**config.mk**
```make
export PLATFORM = sky130hd
export DESIGN_NAME = ysyx_25020037_icache
export DESIGN_NICKNAME = d
export VERILOG_FILES = /design/src/rtl/ysyx_25020037_icache_pkg.sv /design/src/rtl/ysyx_25020037_icache_array.sv /design/src/rtl/ysyx_25020037_icache.sv
export SDC_FILE = /design/constraint.sdc
export NUM_CORES = 1
export LEC_CHECK = 0
export CORE_MARGIN = 8
export CORE_UTILIZATION = 33
export DETAILED_ROUTE_END_ITERATION = 7
export GPL_TIMING_DRIVEN = 0
export HOLD_SLACK_MARGIN = 0.15
export PLACE_DENSITY = 0.51
export SYNTH_ARGS = -nofsm -noshare
export SYNTH_HDL_FRONTEND = slang
export SYNTH_SLANG_ARGS = --single-unit
```
**constraint.sdc**
```tcl
create_clock -name clk -period 8.77 [get_ports clk]
set_clock_uncertainty 0.15 [all_clocks]
set_input_delay 1.754 -clock clk [delete_from_list [all_inputs] [get_ports clk]]
set_output_delay 1.754 -clock clk [all_outputs]
set_load 0.02 [all_outputs]
```
**src/rtl/ysyx_25020037_icache_pkg.sv**
```systemverilog
// Shared configuration for the instruction cache: default geometry and FSM encodings.
package ysyx_25020037_icache_pkg;

  localparam int ICACHE_NUM_LINES  = 16;
  localparam int ICACHE_BLOCK_SIZE = 4;

  localparam logic [0:0] IDLE = 1'b0;
  localparam logic [0:0] FILL = 1'b1;

endpackage

```
**src/rtl/ysyx_25020037_icache_array.sv**
```systemverilog
// Tag and data storage for the icache: combinational read port, one synchronous write port.
module ysyx_25020037_icache_array
  import ysyx_25020037_icache_pkg::*;
#(
  parameter int NUM_LINES = ICACHE_NUM_LINES,
  parameter int INDEX_W   = $clog2(ICACHE_NUM_LINES),
  parameter int TAG_W     = 32 - $clog2(ICACHE_NUM_LINES) - $clog2(ICACHE_BLOCK_SIZE),
  parameter int LINE_W    = ICACHE_BLOCK_SIZE * 8
) (
  input  logic               clk,
  input  logic [INDEX_W-1:0] ridx,
  output logic [TAG_W-1:0]   rtag,
  output logic [LINE_W-1:0]  rdata,
  input  logic               wen,
  input  logic [INDEX_W-1:0] widx,
  input  logic [TAG_W-1:0]   wtag,
  input  logic [LINE_W-1:0]  wdata
);

  logic [TAG_W-1:0]  tag_mem  [NUM_LINES];
  logic [LINE_W-1:0] data_mem [NUM_LINES];

  // No reset: contents are only trusted when the matching valid bit is set.
  always_ff @(posedge clk) begin
    if (wen) begin
      tag_mem[widx]  <= wtag;
      data_mem[widx] <= wdata;
    end
  end

  assign rtag  = tag_mem[ridx];
  assign rdata = data_mem[ridx];

endmodule

```
**src/rtl/ysyx_25020037_icache.sv**
```systemverilog
// Direct-mapped read-only instruction cache with combinational lookup and IFU-driven block refill.
//   state | meaning
//   IDLE  | lookups served; a miss raises mem_req and starts a refill on the next edge
//   FILL  | waiting for the IFU to return the block for the latched fill address
module ysyx_25020037_icache
  import ysyx_25020037_icache_pkg::*;
#(
  parameter int BLOCK_SIZE = ICACHE_BLOCK_SIZE,
  parameter int NUM_LINES  = ICACHE_NUM_LINES
) (
  input  logic                    clk,
  input  logic                    rst,
  input  logic [31:0]             icache_addr,
  output logic [31:0]             icache_data,
  output logic                    icache_hit,
  output logic                    icache_ready,
  output logic                    mem_req,
  output logic [31:0]             mem_addr,
  input  logic [BLOCK_SIZE*8-1:0] mem_data,
  input  logic                    mem_ready,
  input  logic                    flush,
  output logic [31:0]             perf_miss_cnt
);

  localparam int OFFSET_W = $clog2(BLOCK_SIZE);
  localparam int INDEX_W  = $clog2(NUM_LINES);
  localparam int TAG_W    = 32 - INDEX_W - OFFSET_W;
  localparam int BLK_W    = 32 - OFFSET_W;
  localparam int LINE_W   = BLOCK_SIZE * 8;

  logic [0:0]           state;
  logic [NUM_LINES-1:0] valid;
  logic [BLK_W-1:0]     fill_blk;
  logic [INDEX_W-1:0]   idx;
  logic [INDEX_W-1:0]   fill_idx;
  logic [TAG_W-1:0]     tag;
  logic [TAG_W-1:0]     fill_tag;
  logic [TAG_W-1:0]     line_tag;
  logic [LINE_W-1:0]    line_data;
  logic [31:0]          hit_word;
  logic                 idle;
  logic                 fill_done;
  logic                 unused_offset;

  assign idx      = icache_addr[INDEX_W+OFFSET_W-1:OFFSET_W];
  assign tag      = icache_addr[31:INDEX_W+OFFSET_W];
  assign fill_idx = fill_blk[INDEX_W-1:0];
  assign fill_tag = fill_blk[BLK_W-1:INDEX_W];

  assign unused_offset = ^icache_addr[OFFSET_W-1:0];

  ysyx_25020037_icache_array #(
    .NUM_LINES (NUM_LINES),
    .INDEX_W   (INDEX_W),
    .TAG_W     (TAG_W),
    .LINE_W    (LINE_W)
  ) u_array (
    .clk   (clk),
    .ridx  (idx),
    .rtag  (line_tag),
    .rdata (line_data),
    .wen   (fill_done),
    .widx  (fill_idx),
    .wtag  (fill_tag),
    .wdata (mem_data)
  );

  generate
    if (BLOCK_SIZE == 4) begin : g_single_word
      assign hit_word = line_data;
    end else begin : g_multi_word
      logic [OFFSET_W-3:0] wsel;
      assign wsel     = icache_addr[OFFSET_W-1:2];
      assign hit_word = line_data[wsel*32 +: 32];
    end
  endgenerate

  assign idle         = (state == IDLE);
  assign icache_hit   = idle & valid[idx] & (line_tag == tag);
  assign icache_ready = idle;
  assign icache_data  = icache_hit ? hit_word : 32'h0;
  assign mem_req      = idle & ~icache_hit;
  assign mem_addr     = idle ? {icache_addr[31:OFFSET_W], {OFFSET_W{1'b0}}}
                             : {fill_blk, {OFFSET_W{1'b0}}};
  assign fill_done    = (state == FILL) & mem_ready;

  always_ff @(posedge clk or posedge rst) begin
    if (rst) begin
      state         <= IDLE;
      valid         <= '0;
      fill_blk      <= '0;
      perf_miss_cnt <= 32'h0;
    end else begin
      if (state == IDLE) begin
        if (mem_req) begin
          state         <= FILL;
          fill_blk      <= icache_addr[31:OFFSET_W];
          perf_miss_cnt <= perf_miss_cnt + 32'd1;
        end
      end else if (mem_ready) begin
        state <= IDLE;
      end
      // Install after the flush clear so a same-edge fill keeps its line valid.
      if (flush) valid <= '0;
      if (fill_done) valid[fill_idx] <= 1'b1;
    end
  end

endmodule

```
==> impl_metrics.json <==
{
  "dr.pass1.iters": 5,
  "max_freq_mhz": 116,
  "cts_root_buffer": "clkbuf_16",
  "path_clk_slew_ns": 0.06,
  "tritoncts": "yes",
  "drcViolationCount": 0,
  "placed_cell_area_mm2": 0.0449,
  "wl_per_cell_um": 28.9,
  "antenna_found_initial": 9,
  "power.total_mw": 10.8,
  "final_antenna_net_count": 0,
  "switching_share_pct": 23.2,
  "p_seq_share_pct": 51.7,
  "fin_hold_ws_ns": 0.329,
  "status": "complete, no violations",
  "crit_arrival_ns": 6.72,
  "synth_xor_xnor_area_share_pct": 1.36,
  "crit_path_max_fanout": 10,
  "synth_top_family_by_area": "multiplexers",
  "fin_crit_sh_pct": 98.4,
  "grt_pass1_wl_um": 161000,
  "die_y_um": 363,
  "relSlewSlack_pct": 8.19,
  "synth_fa_ha_area_share_pct": 0.0314,
  "fp.dieArea_mm2": 0.132,
  "overflow": 0,
  "grt_pass1_vias": 21595,
  "timing_worst_setup_path_type": "in -> out",
  "synth.area.mux_share_pct": 17.5,
  "yosysUniqueCellTypes": 67,
  "core_area_mm2": 0.120,
  "routabilityCongestion": 0.821,
  "startpoint_type": "input pin",
  "hold_viol_final": 0,
  "ys_warn_count": 0,
  "internal-power_mw": 8.30,
  "combPwrFrac_pct": 8.2,
  "synth_top_flop_cell": "edfxtp_1",
  "clkLatencyLatePin_ns": 0.68,
  "end_kind": "output pin",
  "p_leak_nw": 15.8,
  "max_cap_violations": 0,
  "synthSimpleGateAreaFrac_pct": 2.75,
  "synth-edff-count": 928,
  "syn_area_mm2": 0.0398,
  "wirelength_um": 113000,
  "htreeDepth": 3,
  "setup_viol": 0,
  "synth_compound_area_share_pct": 2.03,
  "synth_top_area_share_pct": 69.9,
  "drive_gt1_share_pct": 26.9,
  "synth_area_leaders": "edfxtp_1 (70%), mux4_2 (14%), dfrtp_1 (5.0%)",
  "synthToLayoutAreaGrowth_pct": 21.3,
  "grt_max_degree": 46,
  "postSynthRegisterBits": 1007,
  "vias": 20157,
  "initialDrtViolationCount": 1799,
  "fp.dieW_um": 363,
  "tightestPinTransition_ns": 1.38,
  "rsz0062_at_grt": "false",
  "dpl.hpwl_um": 75200,
  "vdd_ir_drop_max_mv": 0.146,
  "maxSlewViolCount": 0,
  "clock_sinks": 1007,
  "io_buffers": 159,
  "fin_nets": 2274,
  "syn-instance-count": 1859,
  "fillers": 10688,
  "switchingPower_mw": 2.50,
  "io_pins": 167,
  "cts_buffers": 107,
  "viasPerCell": 5.15,
  "stdcell_area_mm2": 0.0483,
  "period_needed_ns": 8.63,
  "setup_slack_ns": 0.143,
  "initial_core_util_pct": 33.3,
  "yosysSeqAreaShare_pct": 74.9,
  "num_rows": 127,
  "seqCellArea_mm2": 0.0298,
  "place_ws_ns": -1.56,
  "synth_top_cell_by_area": "edfxtp_1",
  "worstHoldPathType": "reg -> reg",
  "clockBufferDepth": 3,
  "async_reset_ff_share_pct": 7.85,
  "multi_input_area_mm2": 0.00959,
  "synthesis.area_per_instance_um2": 21.4,
  "grt_usage_pct": 17.0,
  "cp.required_ns": 6.87,
  "post_cts_buffers": 0,
  "clkPwrFrac_pct": 40.1,
  "power_density_mw_per_mm2": 223
}
## cells by family (layout without fill, tap and decap cells)
| group | Yosys count | count (layout) |
|---|---|---|
| flip-flops | 1007 | 1007 |
| AO/OA/AOI/OAI | 109 | 109 |
| adder cells (fa/ha/maj) | 1 | 1 |
| XOR/XNOR | 62 | 62 |
| buffers and inverters | 107 | 545 |
| other | 1 | 8 |
| AND/OR/NAND/NOR | 195 | 195 |
| multiplexers | 377 | 377 |
## path summary, 6_finish.rpt
path,slack (ns),endpoint,cells past startpoint,from
setup reg to reg,4.66,fill_blk[23]$_DFFE_PP0P_,10,u_array.tag_mem[2][12]$_DFFE_PP_
hold reg to reg,0.33,perf_miss_cnt[31]$_DFFE_PP0P_,1,perf_miss_cnt[31]$_DFFE_PP0P_
hold / removal,0.33,perf_miss_cnt[31]$_DFFE_PP0P_,1,perf_miss_cnt[31]$_DFFE_PP0P_
max in group asynchronous,6.47,fill_blk[14]$_DFFE_PP0P_,3,rst
setup / recovery,0.14,icache_data[1],13,icache_addr[4]
min in group asynchronous,1.32,fill_blk[25]$_DFFE_PP0P_,2,rst
## synthesized netlist by cell type (all sizes together), types with 5 or more instances
library cell  instances
a21o                 17
a21oi                 9
a221oi                6
a22o                 12
a22oi                16
a31oi                 5
and3                 15
buf                  53
clkbuf               43
dfrtp                79
edfxtp              928
inv                  11
mux2                 71
mux2i                67
mux4                239
nand2                31
nand3                20
nand3b                7
nand4                12
nor2                 30
nor2b                41
nor3                  8
nor4                  5
o21ai                13
o22ai                 8
xnor2                43
xor2                 19
## placed cells by master (no fill, tap or decap), drive strengths merged, types with 4 or more instances in the layout
cell and count:
a21o 17, a21oi 9, a221oi 6, a22o 12, a22oi 16, a31oi 5
and2 4, and3 15, buf 130, bufinv 5, clkbuf 185, clkdlybuf4s50 159
clkinv 51, dfrtp 79, diode 6, edfxtp 928, inv 13, mux2 71
mux2i 67, mux4 239, nand2 31, nand2b 4, nand3 20, nand3b 7
nand4 12, nand4b 4, nor2 30, nor2b 41, nor3 8, nor4 5
nor4b 4, o21ai 13, o22ai 8, xnor2 43, xor2 19
## power groups by stage
stage          Clock [mW]  Sequential (mW)  Combinational, mW
3_5_place_dp            0             5.69              0.891
4_1_cts              4.43             5.59              0.899
2_1_floorplan           0             5.66              0.459
5_1_grt              4.61             5.61              0.934
3_3_place_gp            0             5.70              0.832
6_report             4.33             5.59              0.880
## area by class of cell
| cell class | instances | share of cell area, % |
|---|---|---|
| antenna | 6 | 0.0311 |
| clock buffer | 142 | 5.94 |
| multi-input combinational | 746 | 19.8 |
| timing repair buffer | 236 | 6.01 |
| sequential | 1007 | 61.7 |
| tap | 1612 | 4.17 |
| clock inverter | 60 | 1.03 |
| inverter | 11 | 0.0906 |
| buffer | 96 | 1.15 |
## metrics by stage
| stage | utilization, % | TNS [ns] | instances |
|---|---|---|---|
| floorplan | - | 0 | 1860 |
| global placement | 36.3 | -1946.18 | 3631 |
| detailed placement | 37.5 | -43.16 | 3708 |
| CTS | 40.3 | 0 | 3910 |
| global route | 40.3 | 0 | 3911 |
| finish | 40.3 | 0 | 3916 |
## flip-flops by register name (all words and copies together), names as in the netlist
name	flops
u_array.data_mem	512
u_array.tag_mem	416
perf_miss_cnt	32
fill_blk	30
valid	16
state	1
## per-layer routing
layer	share of wire (%)	global-route usage [%]
met5	0.036	0
met4	2.8	4.75
met3	6.1	3.58
met2	49	28.5
met1	42	22.2
## what timing repair did
| action | 4_1_cts | 5_1_grt |
|---|---|---|
| hold buffers | 0 | 0 |
| pin swaps | 1 | 0 |
| resized for setup | 27 | 10 |
| endpoints found under the setup margin | 34 | 7 |
## worst max-delay path, stage by stage
cell and delay, ns:
clkdlybuf4s50_1 0.51, buf_2 0.23, nor2b_1 0.46, clkbuf_2 0.47, a22o_1 0.29, nor3_1 0.08
nor4_1 0.19, a2bb2oi_1 0.18, nor4_2 0.51, nand4_4 0.45, clkbuf_2 0.42, nor2b_1 0.44
clkdlybuf4s50_1 0.70
Power figures use the tool's default switching activity.
